<file path="src/rtl/qt_pkg.sv">
// Shared constants and types for the UART step controller.
// Holds command bytes, FSM states and a sizing helper.
package qt_pkg;

    localparam logic [7:0] CMD_STEP  = 8'h70;
    localparam logic [7:0] CMD_BURST = 8'h6E;
    localparam logic [7:0] CMD_RUN   = 8'h67;
    localparam logic [7:0] CMD_STOP  = 8'h73;
    localparam logic [7:0] CMD_RST   = 8'h72;

    typedef enum logic [2:0] {
        S_IDLE,
        S_ARG,
        S_HIGH,
        S_LOW,
        S_RST
    } state_t;

    function automatic int max3(input int a, input int b, input int c);
        int m;
        m = (a > b) ? a : b;
        return (m > c) ? m : c;
    endfunction

endpackage

</file>
<file path="src/rtl/qt_step_ctrl_if.sv">
// Byte stream from the UART receiver into the step controller.
interface qt_step_ctrl_if;

    logic       rx_done;
    logic [7:0] rx_data;

    modport master (output rx_done, output rx_data);
    modport slave  (input  rx_done, input  rx_data);

endinterface

</file>
<file path="src/rtl/qt_phase_timer.sv">
// Loadable down-counter; done is high while the count sits at zero.
module qt_phase_timer #(
    parameter int W = 8
) (
    input  logic         clk,
    input  logic         reset,
    input  logic         load,
    input  logic [W-1:0] val,
    output logic         done
);

    logic [W-1:0] cnt;

    always_ff @(posedge clk or posedge reset) begin
        if (reset) begin
            cnt <= '0;
        end else if (load) begin
            cnt <= val;
        end else if (cnt != '0) begin
            cnt <= cnt - 1'b1;
        end
    end

    assign done = (cnt == '0);

endmodule

</file>
<file path="src/rtl/qt_step_ctrl.sv">
// Command-driven step clock / reset generator for the CPU under test.
module qt_step_ctrl
    import qt_pkg::*;
#(
    parameter int PULSE_CYCLES = 25_000_000,
    parameter int GAP_CYCLES   = 25_000_000,
    parameter int RST_CYCLES   = 16,
    parameter int CNT_W        = 8,
    parameter int STEP_W       = 16
) (
    input  logic              clk,
    input  logic              reset,
    qt_step_ctrl_if.slave     rx,
    output logic              sclk,
    output logic              sresetn,
    output logic              busy,
    output logic              run_mode,
    output logic [STEP_W-1:0] step_count
);

    localparam int MAXC = max3(PULSE_CYCLES, GAP_CYCLES, RST_CYCLES);
    localparam int TW   = $clog2(MAXC + 1);
    localparam logic [TW-1:0] P_LD = TW'(PULSE_CYCLES - 1);
    localparam logic [TW-1:0] G_LD = TW'(GAP_CYCLES - 1);
    localparam logic [TW-1:0] R_LD = TW'(RST_CYCLES - 1);

    state_t            state, state_n;
    logic [CNT_W-1:0]  rem, rem_val;
    logic [STEP_W-1:0] steps;
    logic              run, stop_req;
    logic              ld, t_done;
    logic [TW-1:0]     ld_val;
    logic              rem_ld, set_run, set_stop;
    logic              clr, step, rst_go;
    logic              c_p, c_n, c_g, c_s, c_r;

    assign c_p = rx.rx_done && (rx.rx_data == CMD_STEP);
    assign c_n = rx.rx_done && (rx.rx_data == CMD_BURST);
    assign c_g = rx.rx_done && (rx.rx_data == CMD_RUN);
    assign c_s = rx.rx_done && (rx.rx_data == CMD_STOP);
    assign c_r = rx.rx_done && (rx.rx_data == CMD_RST);
    assign rem_val = CNT_W'(rx.rx_data);

    qt_phase_timer #(.W(TW)) u_timer (
        .clk   (clk),
        .reset (reset),
        .load  (ld),
        .val   (ld_val),
        .done  (t_done)
    );

    always_comb begin
        state_n  = state;
        ld       = 1'b0;
        ld_val   = P_LD;
        rem_ld   = 1'b0;
        set_run  = 1'b0;
        set_stop = 1'b0;
        clr      = 1'b0;
        step     = 1'b0;
        rst_go   = 1'b0;
        unique case (state)
            S_IDLE: begin
                unique case (1'b1)
                    c_p: begin
                        state_n = S_HIGH;
                        ld      = 1'b1;
                        rem_ld  = 1'b1;
                    end
                    c_n: state_n = S_ARG;
                    c_g: begin
                        state_n = S_HIGH;
                        ld      = 1'b1;
                        set_run = 1'b1;
                    end
                    c_r: begin
                        state_n = S_RST;
                        ld      = 1'b1;
                        ld_val  = R_LD;
                        rst_go  = 1'b1;
                    end
                    default: ;
                endcase
            end
            // Any byte here is the burst length, reset byte included.
            S_ARG: begin
                if (rx.rx_done) begin
                    if (rem_val == '0) begin
                        state_n = S_IDLE;
                        clr     = 1'b1;
                    end else begin
                        state_n = S_HIGH;
                        ld      = 1'b1;
                        rem_ld  = 1'b1;
                    end
                end
            end
            S_HIGH: begin
                if (c_r) begin
                    state_n = S_RST;
                    ld      = 1'b1;
                    ld_val  = R_LD;
                    rst_go  = 1'b1;
                end else begin
                    set_stop = c_s;
                    if (t_done) begin
                        step = 1'b1;
                        if ((rem == CNT_W'(1) && !run) || stop_req || c_s) begin
                            state_n = S_IDLE;
                            clr     = 1'b1;
                        end else begin
                            state_n = S_LOW;
                            ld      = 1'b1;
                            ld_val  = G_LD;
                        end
                    end
                end
            end
            S_LOW: begin
                if (c_r) begin
                    state_n = S_RST;
                    ld      = 1'b1;
                    ld_val  = R_LD;
                    rst_go  = 1'b1;
                end else if (stop_req || c_s) begin
                    state_n = S_IDLE;
                    clr     = 1'b1;
                end else if (t_done) begin
                    state_n = S_HIGH;
                    ld      = 1'b1;
                end
            end
            S_RST: begin
                if (t_done) begin
                    state_n = S_IDLE;
                    clr     = 1'b1;
                end
            end
            default: begin
                state_n = S_IDLE;
                clr     = 1'b1;
            end
        endcase
    end

    always_ff @(posedge clk or posedge reset) begin
        if (reset) begin
            state    <= S_IDLE;
            rem      <= '0;
            steps    <= '0;
            run      <= 1'b0;
            stop_req <= 1'b0;
        end else begin
            state <= state_n;
            if (rst_go) begin
                rem      <= '0;
                steps    <= '0;
                run      <= 1'b0;
                stop_req <= 1'b0;
            end else begin
                if (clr) begin
                    run      <= 1'b0;
                    stop_req <= 1'b0;
                end else begin
                    if (set_run)  run      <= 1'b1;
                    if (set_stop) stop_req <= 1'b1;
                end
                if (rem_ld)    rem <= (state == S_IDLE) ? CNT_W'(1) : rem_val;
                else if (step) rem <= rem - 1'b1;
                if (step)      steps <= steps + 1'b1;
            end
        end
    end

    // Outputs are a registered image of the state, one edge behind it.
    always_ff @(posedge clk or posedge reset) begin
        if (reset) begin
            sclk       <= 1'b0;
            sresetn    <= 1'b1;
            busy       <= 1'b0;
            run_mode   <= 1'b0;
            step_count <= '0;
        end else begin
            sclk       <= (state == S_HIGH);
            sresetn    <= (state != S_RST);
            busy       <= (state != S_IDLE);
            run_mode   <= run;
            step_count <= steps;
        end
    end

endmodule
</file>
<file path="src/flat_wrapper.sv">
// flat-port wrapper written by rule: the top's interface ports become plain ports
module qt_step_ctrl_flat import qt_pkg::*;
#(
    parameter int PULSE_CYCLES = 25_000_000,
    parameter int GAP_CYCLES   = 25_000_000,
    parameter int RST_CYCLES   = 16,
    parameter int CNT_W        = 8,
    parameter int STEP_W       = 16
)
  (clk, reset, sclk, sresetn, busy, run_mode, step_count, rx_rx_done, rx_rx_data);
  qt_step_ctrl_if rx_i ();
  input  logic clk;
  input  logic reset;
  output logic sclk;
  output logic sresetn;
  output logic busy;
  output logic run_mode;
  output logic [STEP_W-1:0] step_count;
  input wire logic [$bits(rx_i.rx_done)-1:0] rx_rx_done;
  input wire logic [$bits(rx_i.rx_data)-1:0] rx_rx_data;
  assign rx_i.rx_done = rx_rx_done;
  assign rx_i.rx_data = rx_rx_data;
  qt_step_ctrl #(.PULSE_CYCLES(PULSE_CYCLES), .GAP_CYCLES(GAP_CYCLES), .RST_CYCLES(RST_CYCLES), .CNT_W(CNT_W), .STEP_W(STEP_W)) u_core (.clk(clk), .reset(reset), .rx(rx_i), .sclk(sclk), .sresetn(sresetn), .busy(busy), .run_mode(run_mode), .step_count(step_count));
endmodule
</file>
<file path="config.mk">
export PLATFORM = sky130hd
export DESIGN_NAME = qt_step_ctrl_flat
export DESIGN_NICKNAME = d
export VERILOG_FILES = /design/src/rtl/qt_pkg.sv /design/src/rtl/qt_step_ctrl_if.sv /design/src/rtl/qt_phase_timer.sv /design/src/rtl/qt_step_ctrl.sv /design/src/flat_wrapper.sv
export SDC_FILE = /design/constraint.sdc
export NUM_CORES = 1
export LEC_CHECK = 0
export BUFFER_PORTS_ARGS = -buffer_cell sky130_fd_sc_hd__buf_2
export CORE_UTILIZATION = 37
export DETAILED_ROUTE_END_ITERATION = 7
export HOLD_SLACK_MARGIN = 0.12
export PLACE_DENSITY_LB_ADDON = 0.05
export SLEW_MARGIN = 20
export SYNTH_ARGS = -nofsm -noshare
export SYNTH_HDL_FRONTEND = slang
export SYNTH_SLANG_ARGS = --single-unit
</file>
<file path="constraint.sdc">
create_clock -name clk -period 4.2 [get_ports clk]
set_input_delay 0.42 -clock clk [delete_from_list [all_inputs] [get_ports clk]]
set_output_delay 0.42 -clock clk [all_outputs]
set_load 0.01 [all_outputs]
</file>
==> results of run 1 <==
-- cell type report --
type,instances,area share (%)
flip-flops and latches,74,43.9
multi-input cells,277,43.1
well taps,133,3.95
repair buffers,32,3.92
clock buffers,11,3.11
inverters,14,1.28
clock inverters,5,0.742
-- per-stage QoR --
step           utilization [%]  hold WS, ns  worst slack, ns  instance area (sq um)
2_1_floorplan                -        0.369             1.90                   3810
3_3_place_gp              41.1        0.390             1.37                   4060
3_5_place_dp              41.1        0.390             1.30                   4060
4_1_cts                   42.8        0.200             1.28                   4220
5_1_grt                   42.8        0.245            0.997                   4220
6_report                  42.8        0.185             1.30                   4220
-- logic make-up (layout without fill, tap and decap cells) --
group           count (synthesis)  in the layout  share of synthesized area (%)
fa+ha+maj                       4              4                           1.31
compound gates                 97             97                           15.9
simple gates                  151            151                           24.6
xor+xnor                       23             23                           5.29
buf+inv                        33             62                           3.65
mux                             2              2                          0.526
flops                          74             74                           48.7
-- power by group --
part           switching (mW)  total [mW]  internal [mW]
Clock                   0.273       0.486          0.213
Sequential              0.176        1.04          0.867
Combinational           0.344       0.600          0.256
Total                   0.793        2.13           1.34
-- routing by layer --
metal	GRT usage, %	wire length [um]
met3	5.78	385
met1	24.9	4300
met5	0	0
met2	26.1	3800
met4	8.02	193
-- worst paths after layout --
kind	start	endpoint	slack, ns	cells after the start
worst min register to register	u_core.steps[15]	u_core.step_count[15]	0.40	0
worst max-delay path	u_core.u_timer.cnt[0]	u_core.steps[15]	1.30	7
worst max register to register	u_core.u_timer.cnt[0]	u_core.steps[15]	1.30	7
min in group clk	rx_rx_data[5]	u_core.rem[5]	0.32	3
worst min-delay path	reset	u_core.u_timer.cnt[17]	0.18	2
max in group asynchronous	reset	u_core.sresetn	3.12	3
-- placed cells by master (no fill, tap or decap), types with 6 or more instances in the layout --
master	instances
sky130_fd_sc_hd__dfrtp_1	73
sky130_fd_sc_hd__o21ai_0	31
sky130_fd_sc_hd__nand2_1	30
sky130_fd_sc_hd__buf_2	30
sky130_fd_sc_hd__a21oi_1	27
sky130_fd_sc_hd__nor2_1	17
sky130_fd_sc_hd__or4_1	16
sky130_fd_sc_hd__nand3_1	14
sky130_fd_sc_hd__inv_1	13
sky130_fd_sc_hd__xor2_1	12
sky130_fd_sc_hd__o31ai_1	12
sky130_fd_sc_hd__nor4_1	11
sky130_fd_sc_hd__or3_1	11
sky130_fd_sc_hd__xnor2_1	11
sky130_fd_sc_hd__clkbuf_8	9
sky130_fd_sc_hd__nor3_1	7
sky130_fd_sc_hd__nand4_1	6
-- flip-flops by register name, indices dropped and copies added, names as in the netlist --
register,cells
u_core.u_timer.cnt,25
u_core.step_count,16
u_core.steps,16
u_core.rem,8
u_core.state,3
u_core.busy,1
u_core.run,1
u_core.run_mode,1
u_core.sclk,1
u_core.sresetn,1
u_core.stop_req,1
-- worst max-delay path, delay by kind of cell, from the launching register on --
kind                     cells  cell delay [ns]
AND/OR/NAND/NOR              4             1.95
flip-flops                   1             0.46
buffers and inverters        1             0.09
adder cells (fa/ha/maj)      1             0.17
AO/OA/AOI/OAI                1             0.15
==> reports/results.md, run 1 <==
| Stage | Quantity | Value |
|:---|:---|:---|
| status | Status | finished clean |
| die | Initial Utilization | 38.6% |
| placement | Gp weighted congestion | 0.848 |
| worst setup path | Critical path's most frequent cell | sky130_fd_sc_hd__or4_1 |
| drt | First-pass detailed-route iteration total | 4 |
| die | Die span in x | 103 um |
| timing | Final clock period utilization by the worst path | 69.0% |
| grt | Leftover overflow at the end of global routing | 0 |
| placement | Quantity of I/O buffers inserted on ports | 30 |
| logic synthesis | Dominant register cell in the synthesized netlist | sky130_fd_sc_hd__dfrtp_1 |
| cells and area | Number of diodes added for antenna fixing | 0 |
| timing | Final critical-path required period | 2.90 ns |
| logic synthesis | Mapped Area | 3810 sq um |
| grt | Pin count of the biggest net entering global routing | 49 |
| cts | Clock Path Buffers | 2 |
| worst setup path | Path type of the worst setup path | flop to flop |
| timing | Largest clock skew in the final design | 0.0128 ns |
| drt | Count of routing violations after the opening detailed-route iteration | 129 |
| cts | Post-cts gate resize count | 0 |
| timing | Relative slew margins | 36.3% |
| timing | Count of pins over their slew limit | 0 |
| placement | Count of placed standard cells including taps | 530 |
| cells and area | Area taken by flip-flops and latches | 1850 sq um |
| cells and area | Post-layout instance count excluding filler cells | 546 |
| logic synthesis | Top post-synthesis cells by area | sky130_fd_sc_hd__dfrtp_1 48%, sky130_fd_sc_hd__o21ai_0 4.2%, sky130_fd_sc_hd__a21oi_1 3.5% |
| timing | Setup repair after global routing missed its margin | no |
| worst setup path | Kind of end point of the critical path | flop |
| cts | CTS tree | built |
| die | Ports | 31 |
| worst setup path | Arrival time at the worst endpoint | 3.18 ns |
| power and ir drop | Leakage power | 1.69 nW |
| cts | Root buffer cell | sky130_fd_sc_hd__clkbuf_8 |
| drt | Final WL | 8680 um |
| timing | TNS Setup | 0 ns |
| timing | Count of final hold-check violations | 0 |
| logic synthesis | Sequential fraction of the synthesis area | 48.7% |
| cts | Number of hold-repair buffers added at the cts stage | 0 |
| logic synthesis | Proportion of register bits with asynchronous set or reset after synthesis | 100% |
| grt | Antenna violations before repair | 0 |
| worst setup path | Worst path max stage delay | 0.81 ns |
| drt | Via count | 2,999 |
| drt | Number of DRC violations after detailed routing | 0 |
| logic synthesis | Most repeated cell in the gate-level netlist after synthesis | sky130_fd_sc_hd__dfrtp_1 |
| cells and area | Area growth from synthesis to layout | 10.7% |
| logic synthesis | Synth top area share | 48.0% |
| cts | Clock H-tree levels | 3 |
| grt | First-pass GRT wire length | 14,400 um |
| run | Max-cap violation count | 0 |
| logic synthesis | EDFF count, synth | 0 |
| worst setup path | Crit start category | flop |
| power and ir drop | Total power consumption of the routed design | 2.13 mW |
| die | Row Count | 36 |
| drt | Number of nets with antenna violations after routing | 0 |
| logic synthesis | Synth warnings | 0 |
| cts | Inserted Clock Buffers | 9 |
| logic synthesis | Syn nets | 399 |
| worst setup path | Biggest fanout along the worst timing path | 15 |
| worst setup path | Slowest cell on crit path | sky130_fd_sc_hd__or4_1 |
| power and ir drop | IR drop worst, VDD | 0.000356 V |
| cells and area | Net count, final | 423 |
| min path | Path type of the worst min-delay path | input pin to async pin |
| cells and area | Fraction of layout instances using a drive strength above 1 | 16.5% |
| die | Total core area | 9860 sq um |
| power and ir drop | Power per Cell Area | 505 nW/um^2 |
| cts | Clock latency on the worst-skew pair | 0.37 ns |
| logic synthesis | FF+latch count, synth | 74 |
| cts | Clock transition at path regs | 0.08 ns |
| worst setup path | Crit path required time | 4.48 ns |
| placement | HPWL after detailed placement | 5990 um |
| worst setup path | Ordered list of cells on the worst path | inv_1 > ha_1 > nor2b_1 > nand4_2 > or4_1 > or4_1 > a21oi_1 |
| logic synthesis | Top post-synthesis cells by count | 73 x sky130_fd_sc_hd__dfrtp_1, 32 x sky130_fd_sc_hd__o21ai_0, 30 x sky130_fd_sc_hd__nand2_1 |
| grt | GRT Overall Usage | 18.1% |
| cells and area | Multi-input combinational cell area | 1820 sq um |
| grt | Via count of the first global-routing pass | 2,783 |
| cts | Num Clock Sinks | 74 |
| logic synthesis | Cell type contributing the most total cell area after synthesis | sky130_fd_sc_hd__dfrtp_1 |
| logic synthesis | Number of instances in the synthesized netlist | 384 |
| cells and area | Number of fillers in the final layout | 971 |
| die | Die Y-Extent | 103 um |
| drt | Average vias per placed instance | 5.49 |
| timing | Setup-violating endpoint count in the final report | 0 |
| drt | Routed WL per cell | 15.9 um |
| timing | Transition time at the pin with the least slew margin | 0.949 ns |
| die | Area enclosed by the die boundary | 10,700 sq um |
| timing | Upper clock frequency limit | 345 MHz |
| cts | Post-CTS Repair Setup Buffers | 0 |
| logic synthesis | Post-synthesis average cell area | 9.92 sq um |
| logic synthesis | Number of distinct standard cells referenced by the synthesized netlist | 61 |
Power figures use the tool's default switching activity.
==> inputs of run 2 (changes only) <==
--- a/config.mk
+++ b/config.mk
@@ -5,6 +5,7 @@
 export SDC_FILE = /design/constraint.sdc
 export NUM_CORES = 1
 export LEC_CHECK = 0
+export ABC_AREA = 1
 export BUFFER_PORTS_ARGS = -buffer_cell sky130_fd_sc_hd__buf_2
 export CORE_UTILIZATION = 37
 export DETAILED_ROUTE_END_ITERATION = 7
==> constraint.sdc (replaced) <==
create_clock -name clk -period 2.8 [get_ports clk]
set_input_delay 0.28 -clock clk [delete_from_list [all_inputs] [get_ports clk]]
set_output_delay 0.28 -clock clk [all_outputs]
set_load 0.01 [all_outputs]
==> reports/results.md, run 2 <==
| Stage | Quantity | Value | Delta |
|:---|:---|:---|:---|
| cells and area | Net count, final | 572 | +35% |
| worst setup path | Reg2reg start | u_core.u_timer.cnt[0] |  |
| logic synthesis | FF+latch count, synth | 74 | unchanged |
| power and ir drop | Total power consumption of the routed design | 4.23 mW | +99% |
| drt | Average vias per placed instance | 4.90 | -11% |
| cts | Num Clock Sinks | 74 | unchanged |
| logic synthesis | Number of distinct standard cells referenced by the synthesized netlist | 42 | -31% |
| timing | Final hold slack | 0.271 ns | +0.0865 ns |
| die | Row Count | 38 | +5.6% |
| logic synthesis | EDFF count, synth | 0 | unchanged |
| min path | Launch instance of the worst min-delay path | rx_rx_done |  |
| cells and area | Most common library cell in the layout ignoring fill and taps | sky130_fd_sc_hd__nand2_1 |  |
| grt | Antenna violations before repair | 0 | unchanged |
| die | Initial Utilization | 38.8% | +0.15 points |
| logic synthesis | Mapped Area | 4290 sq um | +13% |
| grt | Pin count of the biggest net entering global routing | 75 | +53% |
| cells and area | Max FFs per register | 25 | unchanged |
| cts | Root buffer cell | sky130_fd_sc_hd__clkbuf_16 |  |
| grt | GRT Overall Usage | 17.9% | -0.26 points |
| worst setup path | Path type of the worst setup path | flop to flop |  |
| drt | Number of nets with antenna violations after routing | 0 | unchanged |
| drt | Number of DRC violations after detailed routing | 0 | unchanged |
| cells and area | Post-route cell area | 4880 sq um | +16% |
| grt | First-pass GRT wire length | 16,300 um | +13% |
| power and ir drop | Power per Cell Area | 868 nW/um^2 | +72% |
| min path | Path type of the worst min-delay path | input pin to flop |  |
| timing | Largest clock skew in the final design | 0.00629 ns | -0.00651 ns |
| cells and area | Number of fillers in the final layout | 1,110 | +14% |
| cts | Clock Path Buffers | 2 | unchanged |
| timing | Transition time at the pin with the least slew margin | 0.515 ns | -0.434 ns |
| drt | Count of routing violations after the opening detailed-route iteration | 129 | unchanged |
| die | Total core area | 11,100 sq um | +12% |
| status | Status | finished clean |  |
| logic synthesis | Cell type contributing the most total cell area after synthesis | sky130_fd_sc_hd__dfrtp_1 |  |
| drt | First-pass detailed-route iteration total | 6 | +2 |
| worst setup path | Slowest cell on crit path | sky130_fd_sc_hd__dfrtp_1 |  |
| worst setup path | Reg2Reg Depth | 12 | +5 |
| cells and area | Number of diodes added for antenna fixing | 0 | unchanged |
| cts | Clock latency on the worst-skew pair | 0.34 ns | -0.03 ns |
| die | Die Y-Extent | 110 um | +6.1% |
| logic synthesis | Syn nets | 536 | +34% |
| die | Die span in x | 110 um | +6.1% |
| logic synthesis | Post-synthesis average cell area | 8.24 sq um | -17% |
| cts | Clock H-tree levels | 3 | unchanged |
| timing | Setup repair after global routing missed its margin | no |  |
| cells and area | Post-layout instance count excluding filler cells | 702 | +29% |
| worst setup path | Worst path max stage delay | 0.37 ns | -0.44 ns |
| grt | Via count of the first global-routing pass | 3,258 | +17% |
| grt | Leftover overflow at the end of global routing | 0 | unchanged |
| cts | Clock transition at path regs | 0.06 ns | -0.02 ns |
| placement | Gp weighted congestion | 0.848 | about the same |
| worst setup path | Ordered list of cells on the worst path | inv_1 > ha_1 > nand2_2 > nor2_8 > nand2_4 > nor2_8 > nand3_2 > nand2_2 > nand2_4 > nand2_4 > nand2_4 > o21ai_0 |  |
| worst setup path | Launch point of the worst path | u_core.u_timer.cnt[0] |  |
| cells and area | Top Registers | u_core.u_timer.cnt (25), u_core.step_count (16), u_core.steps (16) |  |
| worst setup path | Crit start category | flop |  |
| logic synthesis | Number of instances in the synthesized netlist | 521 | +36% |
| cts | CTS tree | built |  |
| power and ir drop | Leakage power | 2.43 nW | +44% |
| timing | Setup-violating endpoint count in the final report | 0 | unchanged |
| placement | Quantity of I/O buffers inserted on ports | 30 | unchanged |
| worst setup path | Arrival time at the worst endpoint | 2.44 ns | -0.74 ns |
| cells and area | Area growth from synthesis to layout | 13.6% |  |
| placement | HPWL after detailed placement | 6830 um | +14% |
| timing | Final clock period utilization by the worst path | 77.9% | +8.9 points |
| timing | Final critical-path required period | 2.18 ns | -0.718 ns |
| worst setup path | Critical path's most frequent cell | sky130_fd_sc_hd__nand2_4 |  |
| run | Max-cap violation count | 0 | unchanged |
| logic synthesis | Synth warnings | 0 | unchanged |
| timing | Upper clock frequency limit | 458 MHz | +33% |
| die | Ports | 31 | unchanged |
| logic synthesis | Synth top area share | 42.5% | -5.4 points |
| timing | Relative slew margins | 65.7% | +29 points |
| timing | Smallest setup slack after layout | 0.619 ns | -0.682 ns |
| worst setup path | Kind of end point of the critical path | flop |  |
| worst setup path | Crit path required time | 3.06 ns | -1.42 ns |
| cells and area | Register bank with the most flops | u_core.u_timer.cnt |  |
| placement | Post-placement worst setup slack | 0.630 ns | -0.670 ns |
| cells and area | Final standard cell utilization of the core | 44.0% | +1.3 points |
| min path | Count of cells along the worst hold path | 4 |  |
| drt | Via count | 3,442 | +15% |
| timing | Count of pins over their slew limit | 0 | unchanged |
| logic synthesis | Top post-synthesis cells by count | 102 x sky130_fd_sc_hd__nand2_1, 73 x sky130_fd_sc_hd__dfrtp_1, 58 x sky130_fd_sc_hd__nor2_1 |  |
| cts | Inserted Clock Buffers | 9 | unchanged |
| timing | TNS Setup | 0 ns | unchanged |
| cells and area | Leading cell types in the layout, fill and taps excluded | 102 x sky130_fd_sc_hd__nand2_1, 73 x sky130_fd_sc_hd__dfrtp_1, 58 x sky130_fd_sc_hd__nor2_1, 53 x sky130_fd_sc_hd__inv_1, 49 x sky130_fd_sc_hd__nand3_1 |  |
| logic synthesis | Sequential fraction of the synthesis area | 43.2% | -5.5 points |
| cts | Post-cts gate resize count | 0 | unchanged |
| logic synthesis | Proportion of register bits with asynchronous set or reset after synthesis | 100% | unchanged |
| placement | Area of placed instances | 4580 sq um | +13% |
| logic synthesis | Top post-synthesis cells by area | sky130_fd_sc_hd__dfrtp_1 43%, sky130_fd_sc_hd__nand2_1 8.9%, sky130_fd_sc_hd__nand3_1 5.7% |  |
| logic synthesis | Dominant register cell in the synthesized netlist | sky130_fd_sc_hd__dfrtp_1 |  |
| power and ir drop | IR drop worst, VDD | 0.000290 V | -18% |
| drt | Final WL | 9630 um | +11% |
| die | Area enclosed by the die boundary | 12,000 sq um | +12% |
| cells and area | Fraction of layout instances using a drive strength above 1 | 20.6% | +4.2 points |
| logic synthesis | Most repeated cell in the gate-level netlist after synthesis | sky130_fd_sc_hd__nand2_1 |  |
| drt | Routed WL per cell | 13.7 um | -14% |
| timing | Count of final hold-check violations | 0 | unchanged |
| worst setup path | Biggest fanout along the worst timing path | 15 | unchanged |
| placement | Count of placed standard cells including taps | 685 | +29% |
-- run 2: area by class of cell --
cell class	count	area, sq um	area share (%)
timing repair buffer	32	180	3.69
clock inverter	5	40.0	0.821
sequential	74	1850	38.0
tap	140	175	3.59
multi-input combinational	376	2140	43.9
clock buffer	11	243	4.98
inverter	64	244	5.00
-- run 2: worst paths after layout --
kind	to	slack [ns]
max	u_core.u_timer.cnt[18]	0.62
min	u_core.state[0]	0.27
max reg2reg	u_core.u_timer.cnt[18]	0.62
min reg2reg	u_core.step_count[14]	0.38
max in group asynchronous	u_core.sresetn	1.87
min in group asynchronous	u_core.u_timer.cnt[9]	0.55
-- run 2: worst max-delay path, delay by kind of cell, from the launching register on --
kind,cells,cell delay (ns)
AO/OA/AOI/OAI,1,0.12
flip-flops,1,0.37
adder cells (fa/ha/maj),1,0.24
AND/OR/NAND/NOR,9,1.24
buffers and inverters,1,0.11
-- run 2: what timing repair did --
| action | in CTS | in global routing |
|---|---|---|
| hold endpoints to repair | 73 | 0 |
| buffers inserted | 0 | 0 |
| hold buffers | 1 | 0 |
-- run 2: cell families (layout without fill, tap and decap cells) --
kind of cell	count (synthesis)	count (layout)	synth area share (%)
buffers and inverters	71	112	6.96
XOR/XNOR	29	29	5.91
adder cells (fa/ha/maj)	4	4	1.17
AND/OR/NAND/NOR	294	294	35.8
AO/OA/AOI/OAI	49	49	7.02
flip-flops	74	74	43.2
-- run 2: power breakdown --
part	switching, mW	internal [mW]
combinational	0.984	0.557
sequential	0.249	1.35
clock	0.466	0.627
-- run 2: per-layer routing --
metal	track usage (%)	up-vias	wire [um]
met3	2.85	10	324
met5	0	-	0
met2	25.4	52	4050
met4	7.71	0	128
met1	26.6	1613	5130
li1	-	1767	-
==> inputs of run 3 (changes only) <==
--- a/config.mk
+++ b/config.mk
@@ -5,7 +5,7 @@
 export SDC_FILE = /design/constraint.sdc
 export NUM_CORES = 1
 export LEC_CHECK = 0
-export ABC_AREA = 1
+export ABC_AREA = 0
 export BUFFER_PORTS_ARGS = -buffer_cell sky130_fd_sc_hd__buf_2
 export CORE_UTILIZATION = 37
 export DETAILED_ROUTE_END_ITERATION = 7
==> constraint.sdc (replaced) <==
create_clock -name clk -period 2.3 [get_ports clk]
set_input_delay 0.23 -clock clk [delete_from_list [all_inputs] [get_ports clk]]
set_output_delay 0.23 -clock clk [all_outputs]
set_load 0.01 [all_outputs]
==> reports/results.md, run 3 (synthesis gave the netlist of run 1 again) <==
| Stage | Quantity | Value | Delta |
|:---|:---|:---|:---|
| cells and area | Area growth from synthesis to layout | 28.8% |  |
| cells and area | Top Registers | u_core.u_timer.cnt (25), u_core.step_count (16), u_core.steps (16) |  |
| timing | Relative slew margins | 59.4% | -6.3 points |
| cells and area | Fraction of layout instances using a drive strength above 1 | 31.0% | +10 points |
| worst setup path | Path type of the worst setup path | flop to flop |  |
| placement | Quantity of I/O buffers inserted on ports | 30 | unchanged |
| worst setup path | Kind of end point of the critical path | flop |  |
| power and ir drop | Clock network power share | 24.9% | -0.9 points |
| timing | Final clock period utilization by the worst path | 98.7% | +21 points |
| cts | CTS tree | built |  |
| worst setup path | Biggest fanout along the worst timing path | 4 | -11 |
| die | Ports | 31 | unchanged |
| timing | Transition time at the pin with the least slew margin | 0.609 ns | +0.0940 ns |
| power and ir drop | Leakage power | 2.09 nW | -14% |
| grt | Antenna violations before repair | 0 | unchanged |
| die | Area enclosed by the die boundary | 10,700 sq um | -11% |
| worst setup path | Reg2reg start | u_core.state[2] |  |
| cts | Clock H-tree levels | 3 | unchanged |
| drt | Average vias per placed instance | 5.34 | +8.9% |
| min path | Worst hold endpoint | u_core.rem[1] |  |
| drt | Routed WL per cell | 15.0 um | +9.3% |
| timing | Largest clock skew in the final design | 0.0108 ns | +0.00448 ns |
| worst setup path | Crit start category | flop |  |
| die | Initial Utilization | 38.6% | -0.15 points |
| cells and area | Post-layout instance count excluding filler cells | 611 | -13% |
| timing | Upper clock frequency limit | 440 MHz | -3.9% |
| cells and area | Max FFs per register | 25 | unchanged |
| min path | Launch instance of the worst min-delay path | rx_rx_data[1] |  |
| power and ir drop | Cell internal power dissipation | 3.00 mW | +19% |
| timing | Count of final hold-check violations | 0 | unchanged |
| die | Die span in x | 103 um | -5.7% |
| drt | Count of routing violations after the opening detailed-route iteration | 141 | +9.3% |
| timing | Setup repair after global routing missed its margin | yes |  |
| cells and area | Final standard cell utilization of the core | 49.7% | +5.7 points |
| power and ir drop | IR drop worst, VDD | 0.000402 V | +39% |
| power and ir drop | Power per Cell Area | 933 nW/um^2 | +7.6% |
| power and ir drop | Combinational power share | 35.2% | -1.2 points |
| drt | Number of nets with antenna violations after routing | 0 | unchanged |
| cts | Clock transition at path regs | 0.08 ns | +0.02 ns |
| drt | Final WL | 9160 um | -4.9% |
| min path | Path type of the worst min-delay path | input pin to flop |  |
| timing | Final critical-path required period | 2.27 ns | +0.0891 ns |
| grt | Pin count of the biggest net entering global routing | 44 | -41% |
| cts | Clock Path Buffers | 2 | unchanged |
| cells and area | Leading cell types in the layout, fill and taps excluded | 73 x sky130_fd_sc_hd__dfrtp_1, 59 x sky130_fd_sc_hd__buf_4, 31 x sky130_fd_sc_hd__o21ai_0, 30 x sky130_fd_sc_hd__buf_2, 29 x sky130_fd_sc_hd__nand2_1 |  |
| cells and area | Number of diodes added for antenna fixing | 0 | unchanged |
| drt | First-pass detailed-route iteration total | 4 | -2 |
| grt | First-pass GRT wire length | 15,600 um | -4.2% |
| run | Max-cap violation count | 0 | unchanged |
| placement | Count of placed standard cells including taps | 586 | -14% |
| worst setup path | Register-to-register setup slack | 0.03 ns | -0.59 ns |
| drt | Via count | 3,263 | -5.2% |
| placement | Gp weighted congestion | 0.848 | unchanged |
| timing | Count of pins over their slew limit | 0 | unchanged |
| min path | Count of cells along the worst hold path | 2 | -2 |
| timing | TNS Setup | 0 ns | unchanged |
| cts | Num Clock Sinks | 74 | unchanged |
| placement | HPWL after detailed placement | 6580 um | -3.7% |
| cells and area | Most common library cell in the layout ignoring fill and taps | sky130_fd_sc_hd__dfrtp_1 |  |
| power and ir drop | Proportion of power drawn by flip-flops and latches | 39.9% | +2.2 points |
| worst setup path | Crit Reg-Reg Endpoint | u_core.steps[15] |  |
| worst setup path | Arrival time at the worst endpoint | 2.56 ns | +0.12 ns |
| die | Total core area | 9860 sq um | -11% |
| cells and area | Multi-input combinational cell area | 1920 sq um | -11% |
| cells and area | Net count, final | 488 | -15% |
| cts | Inserted Clock Buffers | 9 | unchanged |
| timing | Setup-violating endpoint count in the final report | 0 | unchanged |
| cts | Root buffer cell | sky130_fd_sc_hd__clkbuf_8 |  |
| cells and area | Register bank with the most flops | u_core.u_timer.cnt |  |
| power and ir drop | Net switching component of the power | 1.58 mW | -7.2% |
| die | Die Y-Extent | 103 um | -5.7% |
| power and ir drop | Switching fraction of total power | 34.4% | -5.7 points |
| worst setup path | Reg2Reg Depth | 5 | -7 |
| grt | Via count of the first global-routing pass | 3,161 | -3.0% |
| cts | Clock latency on the worst-skew pair | 0.36 ns | +0.02 ns |
| grt | Leftover overflow at the end of global routing | 0 | unchanged |
| cells and area | Area taken by flip-flops and latches | 1850 sq um | unchanged |
| timing | Final hold slack | 0.191 ns | -0.0800 ns |
| status | Status | finished clean |  |
| worst setup path | Crit path required time | 2.59 ns | -0.47 ns |
| drt | Number of DRC violations after detailed routing | 0 | unchanged |
| grt | GRT Overall Usage | 19.2% | +1.4 points |
| die | Row Count | 36 | -5.3% |
| cells and area | Number of fillers in the final layout | 949 | -15% |
-- run 3: cell count changes in the layout (fill, tap and decap cells not counted), sizes merged, moves of 15 or more --
cell,change
nand2,-95
buf,+64
nor2,-53
inv,-48
nand3,-41
a21oi,+22
or4,+16
nor4,+15
-- run 3: power groups by stage --
stage | Combinational (mW) | Sequential, mW | Clock [mW]
6_report | 1.61 | 1.83 | 1.14
5_1_grt | 1.81 | 1.88 | 1.23
4_1_cts | 1.54 | 1.81 | 1.17
3_5_place_dp | 1.53 | 1.83 | 0
3_3_place_gp | 1.52 | 1.83 | 0
2_1_floorplan | 0.834 | 1.87 | 0
-- run 3: worst max-delay path by stage --
stage	from	to	slack (ns)	cells past startpoint
4_1_cts	u_core.state[2]	u_core.steps[9]	0.008	6
2_1_floorplan	u_core.u_timer.cnt[0]	u_core.steps[7]	0.05	8
3_3_place_gp	u_core.u_timer.cnt[20]	u_core.steps[8]	-0.08	5
3_5_place_dp	u_core.u_timer.cnt[20]	u_core.steps[8]	-0.12	5
6_report	u_core.state[2]	u_core.steps[15]	0.03	5
5_1_grt	u_core.u_timer.cnt[14]	u_core.steps[14]	-0.07	6
-- run 3: what timing repair did --
action	in CTS	in global routing
hold endpoints to repair	32	0
pin swaps	2	11
setup buffers	2	5
endpoints found under the setup margin	11	45
gates resized for setup	4	22
hold buffers	2	0
-- run 3: metrics by stage --
stage,worst slack [ns],power (mW),cell area (sq um)
6_report,0.0296,4.58,4910
5_1_grt,-0.0745,4.91,4910
4_1_cts,0.00807,4.53,4770
3_5_place_dp,-0.117,3.36,4500
3_3_place_gp,-0.0768,3.35,4500
2_1_floorplan,0.0506,2.70,3810
-- run 3: layout make-up --
cell class,count,share of cell area (%)
timing repair buffer,97,14.2
clock inverter,6,1.84
multi-input combinational,277,39.1
clock buffer,10,2.60
inverter,14,1.10
tap,133,3.39
sequential,74,37.8
-- run 3: critical path, cell delays in order, from the launching register on --
cell,delay [ns]
sky130_fd_sc_hd__dfrtp_1,0.39
sky130_fd_sc_hd__nand2b_4,0.14
sky130_fd_sc_hd__or4_1,0.51
sky130_fd_sc_hd__or4_4,0.53
sky130_fd_sc_hd__or4_4,0.50
sky130_fd_sc_hd__a21oi_2,0.14
-- run 3: metal layers --
metal	vias to the layer above	GRT usage, %	wire length, um
met5	-	0	0
met4	0	8.45	159
met3	15	3.09	190
met2	37	30.5	4260
met1	1603	26.1	4550
li1	1608	-	-
